===== config.mk =====
export PLATFORM = sky130hd
export DESIGN_NAME = heartbeat_supervisor
export DESIGN_NICKNAME = d
export VERILOG_FILES = /design/src/rtl/wd_pkg.sv /design/src/rtl/activity_latch.sv /design/src/rtl/heartbeat_supervisor.sv
export SDC_FILE = /design/constraint.sdc
export NUM_CORES = 1
export LEC_CHECK = 0
export ABC_AREA = 1
export BUFFER_PORTS_ARGS = -buffer_cell sky130_fd_sc_hd__buf_2
export CAP_MARGIN = 40
export CORE_UTILIZATION = 40
export DETAILED_ROUTE_END_ITERATION = 12
export PLACE_DENSITY = 0.65
export SLEW_MARGIN = 10
export SYNTH_ARGS = -nofsm -noshare
export SYNTH_HDL_FRONTEND = slang
export SYNTH_SLANG_ARGS = --single-unit

===== constraint.sdc =====
create_clock -name clk -period 2.55 [get_ports clk]
set_input_delay 0.51 -clock clk [delete_from_list [all_inputs] [get_ports clk]]
set_output_delay 0.51 -clock clk [all_outputs]
set_load 0.01 [all_outputs]

===== src/rtl/wd_pkg.sv =====
// Shared definitions for the heartbeat supervisor and the watchdog configuration.
// The default kick period and hold-off live here so the watchdog timeout can be
// derived from the same numbers and always stays longer than one kick window.
package wd_pkg;

   typedef enum logic [1:0] {
      ST_IDLE    = 2'd0,
      ST_HOLDOFF = 2'd1,
      ST_RUN     = 2'd2,
      ST_STALL   = 2'd3
   } sup_state_e;

   localparam int DEF_KICK_PERIOD = 1000;
   localparam int DEF_HOLDOFF     = 16;

   // Counter width for a count that runs from 0 to bound-1, never narrower than one bit.
   function automatic int cnt_width(input int bound);
      return (bound > 1) ? $clog2(bound) : 1;
   endfunction

endpackage


===== src/rtl/activity_latch.sv =====
// Per-source activity latch: remembers whether its source strobed during the
// current kick window and keeps the stale flag from the last failed window.
module activity_latch (
   input  logic clk,
   input  logic rstn,
   input  logic alive,
   input  logic clear,
   input  logic capture,
   input  logic stale_clear,
   output logic seen_next,
   output logic stale
);

   logic seen;

   assign seen_next = seen | alive;

   // Seen bit accumulates strobes until a kick, a watchdog bite or a disable wipes it.
   always_ff @(posedge clk or negedge rstn) begin
      if (!rstn) begin
         seen <= 1'b0;
      end else if (clear) begin
         seen <= 1'b0;
      end else begin
         seen <= seen_next;
      end
   end

   // Stale flag is captured when a window fails and dropped again on the recovery kick.
   always_ff @(posedge clk or negedge rstn) begin
      if (!rstn) begin
         stale <= 1'b0;
      end else if (capture) begin
         stale <= ~seen_next;
      end else if (stale_clear) begin
         stale <= 1'b0;
      end
   end

endmodule


===== src/rtl/heartbeat_supervisor.sv =====
// Heartbeat supervisor: kicks the watchdog only while every monitored datapath
// source shows activity inside each kick window. A stalled source withholds
// kicks so the watchdog eventually bites; a bite forces a fresh hold-off.
module heartbeat_supervisor
   import wd_pkg::*;
#(
   parameter int N_SRC       = 4,
   parameter int KICK_PERIOD = DEF_KICK_PERIOD,
   parameter int HOLDOFF     = DEF_HOLDOFF,
   parameter int CNT_W       = 16
) (
   input  logic             clk,
   input  logic             rstn,
   input  logic             enable,
   input  logic [N_SRC-1:0] alive,
   input  logic             wd_warning,
   input  logic             wd_force_reset,
   output logic             heartbeat,
   output logic [N_SRC-1:0] src_stale,
   output logic [1:0]       state,
   output logic [CNT_W-1:0] kick_count
);

   localparam int PW = cnt_width(KICK_PERIOD);
   localparam int HW = cnt_width(HOLDOFF);
   localparam logic [PW-1:0]    PERIOD_LAST = PW'(KICK_PERIOD - 1);
   localparam logic [HW-1:0]    HOLD_LAST   = HW'(HOLDOFF - 1);
   localparam logic [CNT_W-1:0] KICK_MAX    = '1;

   sup_state_e       state_q, state_d;
   logic [PW-1:0]    period_q, period_d;
   logic [HW-1:0]    hold_q, hold_d;
   logic [N_SRC-1:0] seen_next;
   logic             all_seen;
   logic             kick;
   logic             seen_clear;
   logic             stale_capture;
   logic             stale_clear;

   for (genvar i = 0; i < N_SRC; i++) begin : g_src
      activity_latch u_latch (
         .clk         (clk),
         .rstn        (rstn),
         .alive       (alive[i]),
         .clear       (seen_clear),
         .capture     (stale_capture),
         .stale_clear (stale_clear),
         .seen_next   (seen_next[i]),
         .stale       (src_stale[i])
      );
   end

   assign all_seen = &seen_next;
   assign state    = state_q;

   // State, window counters, the registered kick and the saturating kick tally.
   always_ff @(posedge clk or negedge rstn) begin
      if (!rstn) begin
         state_q    <= ST_IDLE;
         period_q   <= '0;
         hold_q     <= '0;
         heartbeat  <= 1'b0;
         kick_count <= '0;
      end else begin
         state_q   <= state_d;
         period_q  <= period_d;
         hold_q    <= hold_d;
         heartbeat <= kick;
         if (kick && (kick_count != KICK_MAX)) begin
            kick_count <= kick_count + 1'b1;
         end
      end
   end

   // Next-state logic: disable beats a bite, a bite beats window evaluation.
   // Evaluation is suppressed in the cycle right after a kick so kicks never abut.
   always_comb begin
      state_d       = state_q;
      period_d      = period_q;
      hold_d        = hold_q;
      kick          = 1'b0;
      seen_clear    = 1'b0;
      stale_capture = 1'b0;
      stale_clear   = 1'b0;

      if (!enable) begin
         state_d    = ST_IDLE;
         period_d   = '0;
         hold_d     = '0;
         seen_clear = 1'b1;
      end else if (wd_force_reset && (state_q != ST_IDLE)) begin
         state_d    = ST_HOLDOFF;
         period_d   = '0;
         hold_d     = '0;
         seen_clear = 1'b1;
      end else begin
         case (state_q)
            ST_IDLE: begin
               seen_clear = 1'b1;
               state_d    = ST_HOLDOFF;
               hold_d     = '0;
               period_d   = '0;
            end
            ST_HOLDOFF: begin
               if (hold_q == HOLD_LAST) begin
                  state_d  = ST_RUN;
                  period_d = '0;
               end else begin
                  hold_d = hold_q + 1'b1;
               end
            end
            ST_RUN: begin
               if (!heartbeat && all_seen && ((period_q == PERIOD_LAST) || wd_warning)) begin
                  kick        = 1'b1;
                  period_d    = '0;
                  seen_clear  = 1'b1;
                  stale_clear = 1'b1;
               end else if (period_q == PERIOD_LAST) begin
                  state_d       = ST_STALL;
                  stale_capture = 1'b1;
                  period_d      = '0;
               end else begin
                  period_d = period_q + 1'b1;
               end
            end
            ST_STALL: begin
               if (all_seen) begin
                  kick        = 1'b1;
                  state_d     = ST_RUN;
                  period_d    = '0;
                  seen_clear  = 1'b1;
                  stale_clear = 1'b1;
               end
            end
            default: begin
               state_d = ST_IDLE;
            end
         endcase
      end
   end

endmodule


==> flow_metrics.py <==
metrics = {
    "synth": {
        "synthCells": 321,
        "synth_area_mm2": 0.00239,
        "ys_warn_count": 0,
        "ys_ff_latch": 41,
        "synth-edff-count": 0,
        "synth_top_area_share_pct": 42.9,
        "syn-num-nets": 333,
        "ys_seq_area_share_pct": 42.9,
        "netlist_top_cells_count": "nand2_1, nor2_1, dfrtp_1",
        "avgSynthCellArea_um2": 7.45,
        "synth_most_common_cell": "nand2_1",
        "synth_area_leaders": "dfrtp_1, nand2_1, nor2_1, nand4_1, nand3_1",
        "synth_cell_types": 26,
        "synth_ff_type": "dfrtp_1",
        "synth_top_area_cell": "dfrtp_1",
        "async_flop_share_pct": 100,
    },
    "clocking": {
        "clock-sinks": 41,
        "cts_root_buf": "clkbuf_8",
        "h-tree-depth": 2,
        "cts_setup_buffers": 0,
        "worstSkewPairLatency_ns": 0.30,
        "path_clk_slew_ns": 0.09,
        "cts.repair.resized": 0,
        "postCtsHoldBufs": 0,
        "numCtsBuffers": 5,
        "clock_path_buffers": 2,
        "cts_tree": "yes",
    },
    "sta": {
        "rsz0062_at_grt": "false",
        "max_slew_margin_pct": 72.0,
        "min_period_ns": 1.91,
        "worst_pin_slew_ns": 0.417,
        "fin_skew_ns": 0.00964,
        "final-hold-violation-count": 0,
        "report.final.slew_viol_count": 0,
        "finalSetupTns_ns": 0,
        "setup_viol": 0,
        "timing.fmax_mhz": 523,
        "finalCritPeriodShare_pct": 75.0,
    },
    "finish": {
        "finalNetCount": 363,
        "drive_gt1_share_pct": 14.2,
        "area.growth.synth_to_final_pct": 12.2,
        "instances_no_fill": 424,
        "antennaDiodeCount": 0,
        "fin_util_pct": 47.6,
    },
    "floorplan": {
        "ios": 32,
        "core_area_mm2": 0.00564,
        "die-width_um": 79.3,
        "initial_core_util_pct": 42.4,
        "fp.dieH_um": 79.3,
        "die_area_mm2": 0.00629,
        "fp-row-count": 27,
    },
    "worst_setup_path": {
        "r2r_start": "period_q[0]",
        "end_kind": "register",
        "critPathKind": "register to register",
        "cp_data_required_time_ns": 2.73,
        "cp_cell_sequence": "ha_1 > nand2_1 > nor2_1 > nand3_1 > nand2_1 > nand3_2 > nand2_4 > nand3_4 > nand2_1 > nand2_1",
        "cpPeakStageDelay_ns": 0.39,
        "crit_arrival_ns": 2.09,
        "critPathMostFrequentCell": "nand2_1",
        "cp_max_fo": 18,
        "crit_start": "period_q[0]",
        "cp_slowest_cell": "dfrtp_1",
        "start_kind": "register",
    },
    "power": {
        "ir_worst_vdd_mv": 0.251,
        "leakagePower_nw": 1.39,
        "powerDensity_mw_per_mm2": 434,
    },
    "grt": {
        "grt-ovfl-total": 0,
        "grt_pass1_wl_um": 9080,
        "grtUsageTotal_pct": 18.1,
        "antenna_found_initial": 0,
        "grt_max_degree": 26,
        "grt_pass1_vias": 2041,
    },
    "place": {
        "portBuffers": 31,
        "post-place-cells": 416,
        "detailed_place_hpwl_um": 3700,
        "gp_congestion": 0.859,
    },
    "run": {
        "maxCapViolCount": 0,
    },
    "drt": {
        "wirelength_um": 5060,
        "drc": 0,
        "via_per_inst": 5.04,
        "wl_per_cell_um": 11.9,
        "drt_iter0_drc": 127,
        "ant_nets": 0,
        "drtPass1Iterations": 4,
        "vias": 2138,
    },
    "min_path": {
        "hold_class": "input pin to async pin",
    },
    "status": {
        "outcome": "finished, final reports clean",
    },
}
-- per-layer routing --
metal,track usage (%),part of all wire (%)
met3,2.99,3.8
met4,7.64,1.8
met1,24.2,49
met5,0,0
met2,29.0,45
-- flip-flops by register name (all words and copies together) (netlist names) --
register,count
state,2
g_src.u_latch.stale,4
hold_q,4
g_src.u_latch.seen,4
period_q,10
heartbeat,1
kick_count,16
-- layout make-up --
cell class / count / area, um^2
clock buffer: 5 / 68.8
clock inverter: 3 / 17.5
fill: 576 / 2960
inverter: 26 / 97.6
multi-input combinational: 243 / 1190
sequential: 41 / 1030
tap: 72 / 90.1
timing repair buffer: 34 / 190
-- report_power, final --
group	internal (mW)	switching (mW)
logic	0.0210	0.0546
registers	0.657	0.00592
clock network	0.189	0.237
-- worst max-delay path, delay by kind of cell (launching register included) --
kind | cells | cell delay, ns
DFF | 1 | 0.39
adders and majority gates | 1 | 0.23
and+or+nand+nor | 9 | 1.18
-- path summary, 6_finish.rpt --
check,to,slack [ns],cells past startpoint
setup reg to reg,kick_count[4],0.64,10
min in group clk,g_src[0].u_latch.seen,0.48,3
hold reg to reg,g_src[0].u_latch.stale,0.50,2
max in group asynchronous,kick_count[5],1.94,2
hold / removal,period_q[7],0.13,1
setup / recovery,kick_count[4],0.64,10
-- cells in the final DEF, fill, tap and decap left out, types with 3 or more instances in the layout --
cell / synthesis / routed
inv_1: 25 / 25
nand3_1: 25 / 25
o21ai_0: 5 / 5
ha_1: 3 / 3
nor2_1: 49 / 49
xnor2_1: 8 / 8
clkbuf_8: 0 / 5
buf_2: 5 / 31
xor2_1: 5 / 5
nand4_1: 28 / 28
nand2_1: 102 / 102
nor3_1: 3 / 3
dfrtp_1: 41 / 41
nand3_2: 3 / 3
-- through the flow --
step	power, mW	cell area (um^2)	hold WS (ns)	setup WS [ns]
6_report	1.16	2690	0.134	0.636
5_1_grt	1.22	2690	0.159	0.437
4_1_cts	1.19	2690	0.146	0.621
3_5_place_dp	0.753	2600	0.477	0.620
3_3_place_gp	0.748	2580	0.481	0.677
2_1_floorplan	0.717	2390	0.214	0.944
-- cell families (layout without fill, tap and decap cells) --
logic type | after synthesis | count (layout) | synth area share (%)
and+or+nand+nor | 216 | 216 | 41.0
DFF | 41 | 41 | 42.9
buffers and inverters | 37 | 68 | 7.17
xor gates and xnor gates | 13 | 13 | 4.76
AOI/OAI and AO/OA | 11 | 11 | 2.62
adders and majority gates | 3 | 3 | 1.57
Power figures use the tool's default switching activity.
